[src/rtl/toggle_sender_sched.sv]
// toggle_sender_sched: round-robin scheduler that shares one data/en
// pulse channel between N_REQ requesters ahead of a toggle sender.
// After each pulse it holds a programmable quiet gap so the slow
// domain never misses a toggle.
//
// Ports:
//   clk       fast-domain clock
//   rst       synchronous reset, active-high
//   req       per-requester request, held until granted
//   req_data  payloads, requester i at [i*DATA_W +: DATA_W]
//   gap_min   quiet cycles after each pulse (sampled in SEND)
//   grant     one-hot winner, high only while en=1
//   data      payload of the last grant, held between pulses
//   en        single-cycle send strobe
//   busy      high whenever the scheduler is not idle
//   sent_cnt  pulses issued, wraps silently
module toggle_sender_sched #(
    parameter int N_REQ  = 4,
    parameter int DATA_W = 4,
    parameter int GAP_W  = 8
) (
    input  logic                    clk,
    input  logic                    rst,
    input  logic [N_REQ-1:0]        req,
    input  logic [N_REQ*DATA_W-1:0] req_data,
    input  logic [GAP_W-1:0]        gap_min,
    output logic [N_REQ-1:0]        grant,
    output logic [DATA_W-1:0]       data,
    output logic                    en,
    output logic                    busy,
    output logic [15:0]             sent_cnt
);

    localparam int PTR_W = (N_REQ > 1) ? $clog2(N_REQ) : 1;

    typedef enum logic [1:0] {
        IDLE,
        SEND,
        GAP
    } state_t;

    state_t             state;
    state_t             state_n;
    logic [PTR_W-1:0]   ptr;
    logic [PTR_W-1:0]   ptr_n;
    logic [GAP_W-1:0]   cnt;
    logic [GAP_W-1:0]   cnt_n;
    logic               en_n;
    logic [N_REQ-1:0]   grant_n;
    logic [DATA_W-1:0]  data_n;
    logic [15:0]        sent_n;

    logic               found;
    logic [PTR_W-1:0]   win;
    logic [N_REQ-1:0]   win_oh;
    logic [DATA_W-1:0]  win_data;
    logic [PTR_W-1:0]   win_next;

    // Circular scan starting at ptr; the first set request wins.
    always_comb begin
        logic [PTR_W:0]   sum;
        logic [PTR_W-1:0] idx;
        logic             hit;
        found = 1'b0;
        win   = '0;
        sum   = '0;
        idx   = '0;
        hit   = 1'b0;
        for (int k = 0; k < N_REQ; k++) begin
            sum = {1'b0, ptr} + (PTR_W+1)'(k);
            if (sum >= (PTR_W+1)'(N_REQ)) begin
                sum = sum - (PTR_W+1)'(N_REQ);
            end
            idx = sum[PTR_W-1:0];
            hit = 1'b0;
            for (int i = 0; i < N_REQ; i++) begin
                if (idx == PTR_W'(i)) begin
                    hit = req[i];
                end
            end
            if (!found && hit) begin
                found = 1'b1;
                win   = idx;
            end
        end
    end

    always_comb begin
        win_oh   = '0;
        win_data = '0;
        for (int i = 0; i < N_REQ; i++) begin
            if (win == PTR_W'(i)) begin
                win_oh[i] = 1'b1;
                win_data  = req_data[i*DATA_W +: DATA_W];
            end
        end
        if (win == PTR_W'(N_REQ - 1)) begin
            win_next = '0;
        end else begin
            win_next = win + PTR_W'(1);
        end
    end

    always_comb begin
        state_n = state;
        en_n    = 1'b0;
        grant_n = '0;
        data_n  = data;
        ptr_n   = ptr;
        cnt_n   = cnt;
        sent_n  = sent_cnt;
        unique case (state)
            IDLE: begin
                if (found) begin
                    en_n    = 1'b1;
                    grant_n = win_oh;
                    data_n  = win_data;
                    ptr_n   = win_next;
                    sent_n  = sent_cnt + 16'd1;
                    state_n = SEND;
                end
            end
            SEND: begin
                if (gap_min != '0) begin
                    cnt_n   = gap_min;
                    state_n = GAP;
                end else begin
                    state_n = IDLE;
                end
            end
            GAP: begin
                if (cnt == GAP_W'(1)) begin
                    state_n = IDLE;
                end else begin
                    cnt_n = cnt - GAP_W'(1);
                end
            end
            default: begin
                state_n = IDLE;
            end
        endcase
    end

    always_ff @(posedge clk) begin
        if (rst) begin
            state    <= IDLE;
            en       <= 1'b0;
            grant    <= '0;
            data     <= '0;
            ptr      <= '0;
            cnt      <= '0;
            sent_cnt <= '0;
        end else begin
            state    <= state_n;
            en       <= en_n;
            grant    <= grant_n;
            data     <= data_n;
            ptr      <= ptr_n;
            cnt      <= cnt_n;
            sent_cnt <= sent_n;
        end
    end

    assign busy = (state != IDLE);

endmodule

[config.mk]
export PLATFORM = sky130hd
export DESIGN_NAME = toggle_sender_sched
export DESIGN_NICKNAME = d
export VERILOG_FILES = /design/src/rtl/toggle_sender_sched.sv
export SDC_FILE = /design/constraint.sdc
export NUM_CORES = 1
export LEC_CHECK = 0
export ABC_CLOCK_PERIOD_IN_PS = 7300
export CELL_PAD_IN_SITES_DETAIL_PLACEMENT = 1
export CELL_PAD_IN_SITES_GLOBAL_PLACEMENT = 2
export CORE_ASPECT_RATIO = 0.8
export CORE_MARGIN = 2
export CORE_UTILIZATION = 28
export CTS_CLUSTER_DIAMETER = 100
export CTS_CLUSTER_SIZE = 40
export DETAILED_ROUTE_END_ITERATION = 6
export DONT_BUFFER_PORTS = 1
export PLACE_DENSITY_LB_ADDON = 0.05
export REMOVE_ABC_BUFFERS = 1
export SYNTH_ARGS = -nofsm -noshare
export SYNTH_HDL_FRONTEND = slang
export SYNTH_SLANG_ARGS = --single-unit
[constraint.sdc]
create_clock -name clk -period 7.3 [get_ports clk]
set_clock_uncertainty 0.1 [all_clocks]
set_input_delay 0.73 -clock clk [delete_from_list [all_inputs] [get_ports clk]]
set_output_delay 0.73 -clock clk [all_outputs]
set_load 0.1 [all_outputs]
==> impl_metrics.toml <==
[grt]
grt_pass1_wl_um = 11000
grt-ovfl-total = 0
antenna_found_initial = 0
grt_usage_pct = 14.6
grt_pass1_vias = 2106
grt_max_degree = 48

[synth]
yosysTopAreaCell = "dfxtp_1"
synthSimpleGateAreaFrac_pct = 26.6
ys_ff_latch = 37
synth_area_leaders = "dfxtp_1 (31%), ha_1 (8.8%), a21oi_1 (5.8%)"
syn_inst = 297
netlist.area_leader.share_pct = 30.6
syn_area_um2 = 2420
synthMuxAreaShare_pct = 2.01
ys.flop_type = "dfxtp_1"
synth_top_family_by_area = "simple AND/OR/NAND/NOR gates"
yosysSeqAreaShare_pct = 30.6
synth.distinct_cells = 52
synth_edf_count = 0
synthAdderAreaFrac_pct = 8.78
synth_xor_area_share_pct = 0
syn_avg_cell_area_um2 = 8.16
yosysWarnings = 0
ys_async_sr_fraction_pct = 0
synth_compound_area_share_pct = 26.0

[clock_network]
cts_max_level = 2
clock_latency_ns = 0.28
cts.sinks = 37
post_cts_buffers = 0
cts_root_buffer = "clkbuf_8"
clkSlewWorstSetupHoldPaths_ns = 0.08
cts_tree = "done"
cts_hold_buf = 0
cts_buffer_depth = 2
cts_resized = 0
cts_inserted_buffers = 5

[timing]
setup_tns_ns = 0
max_slew.worst_pin.slew_ns = 1.16
relSlewSlack_pct = 22.8
period_needed_ns = 3.66
fin_crit_sh_pct = 50.1
final_hold_viol_count = 0
setup-violations-final = 0
slew_violations = 0
worst_hold_slack_ns = 0.401
rsz0062_at_grt = "no"
max_freq_mhz = 274

[floorplan]
row_count = 30
start_util_pct = 28.7
coreArea_um2 = 8450
io_pins = 56
die_y_um = 87.2
die_w_um = 108
die_area_um2 = 9420

[final_layout]
final_nets = 338
area_delta_synth_final_pct = 9.09
final_cell_mix = "dfxtp_1 (37), a21oi_1 (28), o21ai_0 (18)"
diodes = 0
final_common_cell = "dfxtp_1"
post_route_cells_drive_above_1_share_pct = 7.19

[drt]
drtPass1Iterations = 4
wirelength_um = 6710
drt-initial-drc-count = 101
via_per_inst = 5.45
num_vias = 2200
drc = 0
post_drt_wl_per_cell_um = 16.6
antenna_left = 0

[placement]
routabilityCongestion = 0.760
dp_hpwl_um = 4690
port_buffers = 0

[pwr]
power.density_nw_per_um2 = 480
max-vdd-ir-drop_uv = 157
fin_total_pwr_w = 0.00127
p_leak_nw = 0.926

[run]
drv_cap = 0

[hold_path]
hold_end = "sent_cnt[10]$_SDFFE_PP0N_"
hp-class = "primary input to flip-flop"
whs_path_depth = 1
min_from = "rst"

[critical_path]
startpoint = "ptr[0]$_SDFFE_PP0N_"
reg2reg_to = "data[1]$_SDFFE_PP0N_"
path_buf_inv = 1
max_stage_delay_ns = 0.50
r2r_start = "ptr[0]$_SDFFE_PP0N_"
crit_required_ns = 7.34
startpoint_type = "flip-flop"
crit_fanout = 9
critPathSlowestCell = "dfxtp_1"
critPathArrivalTime_ns = 3.70
crit_chain = "inv_1, ha_1, nand3b_1, a211oi_2, o21ai_0, a22oi_1, ha_1, a221oi_1, a2111oi_0, a211oi_1"
crit_top_cell = "ha_1"
cpLargestDelayFamily = "compound AO/OA/AOI/OAI gates"
path_class = "flip-flop to flip-flop"
end_kind = "flip-flop"
r2r_setup_slack_ns = 3.64
worst_r2r_path_depth = 10

[run_status]
status = "complete, no violations"
[cells by family (layout without fill, tap and decap cells)]
| logic type | after synthesis | count (layout) |
|---|---|---|
| flops | 37 | 37 |
| buf+inv | 35 | 30 |
| mux | 4 | 4 |
| compound gates | 93 | 93 |
| simple gates | 111 | 111 |
| fa+ha+maj | 17 | 17 |
[cell type report]
cell class | count | area (um^2)
Inverter | 18 | 67.6
Tap cell | 112 | 140
Multi-Input combinational cell | 225 | 1550
Sequential cell | 37 | 741
Clock inverter | 1 | 30.0
Clock buffer | 7 | 86.3
Fill cell | 1037 | 5800
Timing Repair Buffer | 4 | 30.0
[flip-flops by register name, summed over array words and instances (netlist names)]
| name | cells |
|---|---|
| cnt | 8 |
| data | 4 |
| en | 1 |
| grant | 4 |
| ptr | 2 |
| sent_cnt | 16 |
| state | 2 |
[worst max-delay path by stage]
stage                                           to  slack [ns]  depth (start not counted)
final                         data[1]$_SDFFE_PP0N_        3.64                         10
after CTS                     data[1]$_SDFFE_PP0N_        3.71                         10
after floorplan           sent_cnt[5]$_SDFFE_PP0N_        3.75                          7
after global routing          data[1]$_SDFFE_PP0N_        3.28                         10
after detailed placement      data[1]$_SDFFE_PP0N_        3.72                         10
after global placement        data[1]$_SDFFE_PP0N_        3.77                         11
[cells in the mapped netlist, types with 2 or more instances]
| master | number |
|---|---|
| o41ai_1 | 2 |
| dfxtp_1 | 37 |
| a21oi_1 | 28 |
| a211o_1 | 3 |
| or4_1 | 7 |
| nand3_1 | 8 |
| and4b_1 | 2 |
| nor3b_1 | 7 |
| nand4_1 | 6 |
| a221oi_1 | 5 |
| nand3b_1 | 9 |
| a31oi_1 | 2 |
| nand2b_1 | 5 |
| mux2_1 | 2 |
| or3_1 | 6 |
| nor3_1 | 4 |
| ha_1 | 17 |
| nor4_1 | 4 |
| a2111oi_0 | 4 |
| clkbuf_1 | 11 |
| o2bb2ai_1 | 2 |
| buf_2 | 2 |
| inv_1 | 17 |
| o21ai_1 | 2 |
| o31ai_1 | 5 |
| nor2b_1 | 12 |
| a211oi_2 | 4 |
| a211oi_1 | 9 |
| and3_1 | 5 |
| nor2_1 | 15 |
| nand2_1 | 17 |
| o21ai_0 | 18 |
[worst register-to-register path: cells and delay by family, from the launching register on]
| family | cells | cell delay (ns) |
|---|---|---|
| buffers and inverters | 1 | 0.16 |
| adders and majority gates | 2 | 0.72 |
| and+or+nand+nor | 1 | 0.20 |
| DFF | 1 | 0.50 |
| AOI/OAI and AO/OA | 6 | 1.84 |
[metrics by stage]
step | setup slack [ns] | area [um^2] | util (%) | std cells
2_1_floorplan | 3.75 | 2340 | - | 280
3_3_place_gp | 3.77 | 2530 | 29.9 | 396
3_5_place_dp | 3.72 | 2530 | 29.9 | 396
4_1_cts | 3.71 | 2640 | 31.3 | 404
5_1_grt | 3.28 | 2640 | 31.3 | 404
6_report | 3.64 | 2640 | 31.3 | 404
[metal layers]
metal	track usage, %	routed length (um)	up-vias
met3	4.11	390	2
met5	0	0	-
met1	21.0	3560	1057
met4	3.15	29	0
li1	-	-	1098
met2	21.7	2730	43
[where the power goes]
part | leakage [nW] | switching, W | internal [W]
combinational | 0.565 | 0.000407 | 0.000231
sequential | 0.302 | 0.000190 | 0.000253
clock | 0.0585 | 0.0000758 | 0.000112
total | 0.926 | 0.000673 | 0.000596
No activity file was read; power rests on OpenSTA's default activity.
